--- config.mk ---
export PLATFORM = sky130hd
export DESIGN_NAME = stream_demux_1xn_flat
export DESIGN_NICKNAME = d
export VERILOG_FILES = /design/src/rtl/stream_demux_pkg.sv /design/src/rtl/stream_demux_1xn_if.sv /design/src/rtl/stream_demux_slot.sv /design/src/rtl/stream_demux_1xn.sv /design/src/flat_wrapper.sv
export SDC_FILE = /design/constraint.sdc
export NUM_CORES = 1
export LEC_CHECK = 0
export ABC_AREA = 1
export BUFFER_PORTS_ARGS = -buffer_cell sky130_fd_sc_hd__buf_2
export CAP_MARGIN = 20
export CORE_UTILIZATION = 46
export DETAILED_ROUTE_END_ITERATION = 7
export HOLD_SLACK_MARGIN = 0.08
export PLACE_DENSITY_LB_ADDON = 0.25
export SETUP_SLACK_MARGIN = 0.5
export SYNTH_ARGS = -nofsm -noshare
export SYNTH_HDL_FRONTEND = slang
export SYNTH_SLANG_ARGS = --single-unit
--- constraint.sdc ---
create_clock -name clk -period 1.18 [get_ports clk]
set_input_delay 0.236 -clock clk [delete_from_list [all_inputs] [get_ports clk]]
set_output_delay 0.236 -clock clk [all_outputs]
set_load 0.02 [all_outputs]
--- src/rtl/stream_demux_pkg.sv ---
`default_nettype none
// ============================================================================
// Module   : stream_demux_pkg
// Brief    : Shared defaults, select-width helper and slot state encoding
//            for the registered 1xN stream demultiplexer.
// Revision : 1.0  initial release
// ============================================================================
package stream_demux_pkg;

   localparam int DW_DEFAULT = 8;

   // Select width: clog2 of the channel count, never narrower than one bit.
   function automatic int sel_width(input int n);
      int w;
      w = $clog2(n);
      return (w < 1) ? 1 : w;
   endfunction

   typedef enum logic {
      SLOT_EMPTY = 1'b0,
      SLOT_FULL  = 1'b1
   } slot_state_e;

endpackage
`default_nettype wire

--- src/rtl/stream_demux_1xn_if.sv ---
`default_nettype none
// ============================================================================
// Module   : stream_demux_1xn_if
// Brief    : Upstream valid/ready word port plus N per-channel valid/ready
//            output ports of the 1xN stream demultiplexer.
// Revision : 1.0  initial release
// ============================================================================
interface stream_demux_1xn_if #(
   parameter int N_OUT = 2,
   parameter int DW    = stream_demux_pkg::DW_DEFAULT
) ();
   localparam int SW = stream_demux_pkg::sel_width(N_OUT);

   logic                in_valid;
   logic                in_ready;
   logic [DW-1:0]       in_data;
   logic [SW-1:0]       in_sel;
   logic [N_OUT-1:0]    out_valid;
   logic [N_OUT-1:0]    out_ready;
   logic [N_OUT*DW-1:0] out_data;
   logic                sel_err;

   // Producer/consumer side (environment)
   modport master (
      output in_valid, in_data, in_sel, out_ready,
      input  in_ready, out_valid, out_data, sel_err
   );

   // Demultiplexer side
   modport slave (
      input  in_valid, in_data, in_sel, out_ready,
      output in_ready, out_valid, out_data, sel_err
   );
endinterface
`default_nettype wire

--- src/rtl/stream_demux_slot.sv ---
`default_nettype none
// ============================================================================
// Module   : stream_demux_slot
// Brief    : One-entry output buffer. Loads a word, holds it until the
//            consumer drains it, and keeps the last data after draining.
// Revision : 1.0  initial release
// ============================================================================
module stream_demux_slot
   import stream_demux_pkg::*;
#(
   parameter int DW = DW_DEFAULT
) (
   input  wire logic          clk,
   input  wire logic          rst,
   input  wire logic          load_i,
   input  wire logic [DW-1:0] data_i,
   input  wire logic          ready_i,
   output logic               valid_o,
   output logic [DW-1:0]      data_o
);
   slot_state_e   state_q, state_d;
   logic [DW-1:0] data_q, data_d;
   logic          drain;

   assign valid_o = (state_q == SLOT_FULL);
   assign data_o  = data_q;
   assign drain   = valid_o && ready_i;

   // State and data registers; reset discards any buffered word at once.
   always_ff @(posedge clk or posedge rst) begin
      if (rst) begin
         state_q <= SLOT_EMPTY;
         data_q  <= '0;
      end else begin
         state_q <= state_d;
         data_q  <= data_d;
      end
   end

   // Load wins over drain (drain+load stays FULL with new data).
   always_comb begin
      state_d = state_q;
      data_d  = data_q;
      if (load_i) begin
         state_d = SLOT_FULL;
         data_d  = data_i;
      end else if (drain) begin
         state_d = SLOT_EMPTY;
      end
   end
endmodule
`default_nettype wire

--- src/rtl/stream_demux_1xn.sv ---
`default_nettype none
// ============================================================================
// Module   : stream_demux_1xn
// Brief    : Registered 1-to-N stream demultiplexer with a one-entry buffer
//            per channel. A full channel only stalls words addressed to it.
//            Optional macro STREAM_DEMUX_ROUND_ROBIN_EN replaces in_sel with
//            an internal round-robin destination pointer.
// Revision : 1.0  initial release
// ============================================================================
module stream_demux_1xn
   import stream_demux_pkg::*;
#(
   parameter int N_OUT = 2,
   parameter int DW    = DW_DEFAULT
) (
   input  wire logic         clk,
   input  wire logic         rst,
   stream_demux_1xn_if.slave bus
);
   localparam int SW = sel_width(N_OUT);

   logic [SW-1:0]       dest;
   logic [N_OUT-1:0]    hit;
   logic [N_OUT-1:0]    chan_open;
   logic [N_OUT-1:0]    load;
   logic [N_OUT-1:0]    slot_valid;
   logic [N_OUT*DW-1:0] slot_data;
   logic                in_range;
   logic                accept;

`ifdef STREAM_DEMUX_ROUND_ROBIN_EN
   logic [SW-1:0] ptr_q, ptr_d;

   assign dest = ptr_q;

   // Pointer steps to the next channel after every accepted word.
   always_comb begin
      ptr_d = ptr_q;
      if (accept) begin
         ptr_d = (ptr_q == SW'(N_OUT - 1)) ? '0 : ptr_q + SW'(1);
      end
   end

   // Pointer register.
   always_ff @(posedge clk or posedge rst) begin
      if (rst) ptr_q <= '0;
      else     ptr_q <= ptr_d;
   end

   assign bus.sel_err = 1'b0;
`else
   logic sel_err_q, sel_err_d;

   assign dest = bus.in_sel;

   // Out-of-range words are consumed and dropped; flag them for one cycle.
   always_comb begin
      sel_err_d = accept && !in_range;
   end

   // Error pulse register.
   always_ff @(posedge clk or posedge rst) begin
      if (rst) sel_err_q <= 1'b0;
      else     sel_err_q <= sel_err_d;
   end

   assign bus.sel_err = sel_err_q;
`endif

   // A channel can take a word if empty or being drained this cycle.
   assign chan_open    = ~slot_valid | bus.out_ready;
   assign in_range     = |hit;
   assign bus.in_ready = !in_range || (|(hit & chan_open));
   assign accept       = bus.in_valid && bus.in_ready;
   assign load         = hit & {N_OUT{accept}};

   assign bus.out_valid = slot_valid;
   assign bus.out_data  = slot_data;

   generate
      for (genvar k = 0; k < N_OUT; k++) begin : g_slot
         assign hit[k] = (dest == SW'(k));

         stream_demux_slot #(
            .DW (DW)
         ) u_slot (
            .clk     (clk),
            .rst     (rst),
            .load_i  (load[k]),
            .data_i  (bus.in_data),
            .ready_i (bus.out_ready[k]),
            .valid_o (slot_valid[k]),
            .data_o  (slot_data[k*DW +: DW])
         );
      end
   endgenerate
endmodule
`default_nettype wire

--- src/flat_wrapper.sv ---
// flat-port wrapper written by rule: the top's interface ports become plain ports
module stream_demux_1xn_flat import stream_demux_pkg::*;
#(
   parameter int N_OUT = 2,
   parameter int DW    = DW_DEFAULT
)
  (clk, rst, bus_in_valid, bus_in_data, bus_in_sel, bus_out_ready, bus_in_ready, bus_out_valid, bus_out_data, bus_sel_err);
  stream_demux_1xn_if #(.N_OUT(N_OUT), .DW(DW)) bus_i ();
  input  wire logic clk;
  input  wire logic rst;
  input wire logic [$bits(bus_i.in_valid)-1:0] bus_in_valid;
  input wire logic [$bits(bus_i.in_data)-1:0] bus_in_data;
  input wire logic [$bits(bus_i.in_sel)-1:0] bus_in_sel;
  input wire logic [$bits(bus_i.out_ready)-1:0] bus_out_ready;
  output wire logic [$bits(bus_i.in_ready)-1:0] bus_in_ready;
  output wire logic [$bits(bus_i.out_valid)-1:0] bus_out_valid;
  output wire logic [$bits(bus_i.out_data)-1:0] bus_out_data;
  output wire logic [$bits(bus_i.sel_err)-1:0] bus_sel_err;
  assign bus_i.in_valid = bus_in_valid;
  assign bus_i.in_data = bus_in_data;
  assign bus_i.in_sel = bus_in_sel;
  assign bus_i.out_ready = bus_out_ready;
  assign bus_in_ready = bus_i.in_ready;
  assign bus_out_valid = bus_i.out_valid;
  assign bus_out_data = bus_i.out_data;
  assign bus_sel_err = bus_i.sel_err;
  stream_demux_1xn #(.N_OUT(N_OUT), .DW(DW)) u_core (.clk(clk), .rst(rst), .bus(bus_i));
endmodule
[Word level (Yosys, flattened, before mapping)]
Index checks and enable logic that the tools add are counted.
Widths: inputs -> output; s select.
Operators by class
  bitwise gates (word level): 5
  muxes and demuxes: 4
  reduce and logical (&&, ||, !) cells: 6
Operator list (count)
  $and 2x2->2: 2
  $mux 1: 4
  $reduce_bool 2->1: 2
  $logic_and 1x1->1: 3
  $not 2->2: 1
  $or 2x2->2: 1
  $reduce_or 2->1: 1
  $not 1->1: 1
Word-level totals
  input bits: 14
  flip-flop bits (word level): 18
  logic and storage cells: 19
  output and inout bits: 20

[Depth between registers and ports, before layout]
  depth in word-level cells: 7
  gate-level depth with buffers: 5

[Hierarchy]
Synthesis repeated with hierarchy kept, for this count alone.
Unflattened totals
  cell total of the unflattened synthesis: 90
  area total of the unflattened synthesis: 749.5 um2
Modules (own cells, without submodules)
  stream_demux_slot: area each 345.3 um2, seq. area each 225.2 um2, instances 2, cells each 39
  stream_demux_1xn: area each 58.8 um2, seq. area each 0.0 um2, instances 1, cells each 12

[Least setup slack after synthesis]
OpenSTA, ideal clock, no wires.
  path type: register to output
  start: register u_core.g_slot[1].u_slot.state_q
  end: output port bus_in_ready
  arrival time: 0.818 ns
  data required time: 0.944 ns
  stages on the path, launching flop included: 5
  path buffers: 1
  slack: 0.126 ns
  cell sequence: dfrtp_1 > nand2_1 > buf_6 > nand2_1 > nand2_1
On the way
  longest elaborated chain between the ends: 4
Ends and longest elaborated chain
  from (decl): line stream_demux_slot.sv:21  | slot_state_e state_q, state_d;
  from (signal assigned): line stream_demux_slot.sv:35  | state_q <= state_d;
  $not 2->2: line stream_demux_1xn.sv:71  | assign chan_open = ~slot_valid | bus.out_ready;
  $or 2x2->2: line stream_demux_1xn.sv:71
  $and 2x2->2: line stream_demux_1xn.sv:73  | assign bus.in_ready = !in_range || (|(hit & chan_open));
  $reduce_or 2->1: line stream_demux_1xn.sv:73
  to (decl): line flat_wrapper.sv:15  | output wire logic [$bits(bus_i.in_ready)-1:0] bus_in_ready;
Every way passes these cells.

[Final worst setup path]
  start: register u_core.g_slot[0].u_slot.state_q
  end: output port bus_in_ready
On the way
  longest elaborated chain between the ends: 4
Ends and longest elaborated chain (line)
  from (decl): stream_demux_slot.sv:21
  from (signal assigned): stream_demux_slot.sv:35
  $not 2->2: stream_demux_1xn.sv:71
  $or 2x2->2: stream_demux_1xn.sv:71
  $and 2x2->2: stream_demux_1xn.sv:73
  $reduce_or 2->1: stream_demux_1xn.sv:73
Every way passes these cells.

==> results.ini <==
[setup_path]
cp_max_fo = 2
path_class = flip-flop to output pin
r2r_slack_ns = 0.08
cp.required_ns = 0.94
critPathLaunchType = flip-flop
worstReg2RegStart = u_core.g_slot[0].u_slot.valid_o$_DFFE_PP0P_
cp.arrival_ns = 1.00
cp-endpoint = bus_in_ready
reg2regPathDepth = 6
end_kind = output pin
crit_start = u_core.g_slot[0].u_slot.valid_o$_DFFE_PP0P_
r2r-end = u_core.g_slot[0].u_slot.data_o[3]$_DFFE_PP0P_

[route]
final_antenna_net_count = 0
vias = 779
viasPerCell = 4.87
drtIter0Drc = 21
first_pass_iters = 4
routed_wl_um = 2020
drt-wirelength-per-cell_um = 12.6
drc = 0

[yosys]
synth_nets = 102
syn_inst = 88
synthMostInstantiatedCell = nand2_1
synth_cell_types = 11
synth_ff_type = dfrtp_1
syn-cell-area_um2 = 837
ys_ff_latch = 18
synth.avg_cell_area_um2 = 9.51
synth_top_cell_area_share_pct = 53.8
synthArstFlopShare_pct = 100
yosysWarnings = 0
ys_top_cells_by_count = nand2_1, dfrtp_1, nand4_1, buf_4
synth.largest_area_cell = dfrtp_1
synth_area_leaders = dfrtp_1, nand2_1, nand4_1
ys_seq_area_share_pct = 53.8
synth_edf_count = 0

[pwr]
powerDensity_nw_per_um2 = 1350
ir_drop_uv = 738
switching_share_pct = 33.1
p_leak_nw = 0.717
power_mw = 1.76
pwr-share-clk_pct = 17.0
switchingPower_mw = 0.584
p_comb_share_pct = 38.6
p_int_mw = 1.18
pwr-share-seq_pct = 44.5

[sta]
maxClockFrequency_mhz = 809
finalSetupViolations = 2
setup_slack_ns = -0.0567
finClkSkew_ns = 0.00128
timing.final.hold_violations = 18
min_period_ns = 1.24
whs_ns = -0.0589
slew_violations = 0
rsz0062_at_grt = yes
period_share_pct = 105

[floorplanning]
pin_count = 34
initial_core_util_pct = 49.0
die_height_um = 44.7
fp.dieArea_um2 = 1990
chipWidth_um = 44.7
core-area_um2 = 1710
rows = 15

[placed_design]
placedCellCount = 139
place.gp.congestion = 0.766
dp.final_hpwl_um = 1160
pre_cts_slack_ns = 0.0858
portBuffers = 32

[clock_network]
cts-buffers-inserted = 3
clock_sinks = 18
clock_path_buffers = 2
cts-htree-levels = 1
cts_root_buf = clkbuf_4
insertion_delay_ns = 0.28
clk_pin_slew_ns = 0.10
cts_tree = done

[finish]
syn2layout_area_growth_pct = 56.4
nets = 151
layout.cells.non_filler = 160
drive_gt1_share_pct = 48.9
regArea_um2 = 450
multi_input_area_um2 = 358
diodes = 0
fillerInstances = 115

[global_route]
gr-total-overflow = 0
grt_pass1_vias = 710
antenna_found_initial = 0
grt_usage_pct = 21.1
grt_first_pass_wirelength_um = 2990
grt_max_degree = 20

[status]
violations = negative hold slack, negative setup slack
status = finished with violations

[job]
maxCapViolCount = 0

[worst_hold_path]
hp-class = input port to async pin

area by class of cell:
class	instances	area share [%]
Multi-Input combinational cell	60	27.3
Inverter	4	1.15
Timing Repair Buffer	50	33.0
Tap cell	25	2.39
Sequential cell	18	34.4
Clock buffer	3	1.72
power by group through the flow:
| stage | Clock, mW | Combinational [mW] | Sequential (mW) |
|---|---|---|---|
| after CTS | 0.305 | 0.627 | 0.779 |
| after floorplan | 0 | 0.199 | 0.880 |
| after detailed placement | 0 | 0.428 | 0.768 |
| after global placement | 0 | 0.426 | 0.764 |
| final | 0.300 | 0.679 | 0.783 |
| after global routing | 0.329 | 0.728 | 0.793 |
metal layers:
layer  GRT usage, %  vias to the layer above  part of all wire [%]
li1               -                      387                     -
met1           25.4                      364                    41
met2           36.2                       24                    53
met3           5.31                        4                   4.5
met4           7.88                        0                   1.1
met5              0                        -                     0
flip-flops by register name, summed over array words and instances, names as in the netlist:
name,cells
u_core.g_slot.u_slot.data_o,16
u_core.g_slot.u_slot.valid_o,2
worst min path at each step:
stage	start	endpoint	slack, ns	cells past startpoint
6_report	rst	u_core.g_slot[1].u_slot.data_o[1]$_DFFE_PP0P_	-0.06	3
5_1_grt	rst	u_core.g_slot[1].u_slot.data_o[0]$_DFFE_PP0P_	-0.03	3
4_1_cts	rst	u_core.g_slot[1].u_slot.data_o[6]$_DFFE_PP0P_	-0.05	3
3_5_place_dp	rst	u_core.g_slot[1].u_slot.data_o[6]$_DFFE_PP0P_	0.26	3
3_3_place_gp	rst	u_core.g_slot[1].u_slot.data_o[6]$_DFFE_PP0P_	0.26	3
2_1_floorplan	rst	u_core.g_slot[0].u_slot.data_o[0]$_DFFE_PP0P_	0.17	1
through the flow:
step                      TNS (ns)  cell area (um^2)  hold slack [ns]  utilization [%]
after CTS                  -0.0957              1250          -0.0529             73.3
after global placement           0               985            0.256             57.7
after detailed placement         0               985            0.259             57.7
final                      -0.0784              1310          -0.0589             76.6
after global routing        -0.154              1310          -0.0252             76.6
after floorplan                  0               866            0.175                -
placed cells by master (no fill, tap or decap), types with 3 or more instances in the layout:
cell / n
nand4_1: 16
buf_2: 14
buf_6: 19
dfrtp_1: 18
inv_1: 3
clkbuf_4: 3
nand2_2: 3
nand2_1: 31
nand2_4: 5
buf_4: 15
nand3_4: 3
logic make-up after synthesis:
kind of cell	synth area share, %
flip-flops	53.8
buffers and inverters	11.8
other	0.448
AND/OR/NAND/NOR	33.9
worst max-delay path, stage by stage, from the launching register on:
cell,delay (ns)
dfrtp_1,0.41
nand2_4,0.08
nand2_4,0.05
nand2_4,0.07
buf_6,0.11
repair_timing:
| action | in CTS | in global routing |
|---|---|---|
| pin swaps | 2 | 8 |
| hold endpoints to repair | 18 | 18 |
| setup endpoints to repair | 37 | 37 |
| gates resized for setup | 42 | 3 |
| buffers inserted | 11 | 5 |
| gates cloned | 1 | 1 |
(Power assumes the default switching activity.)
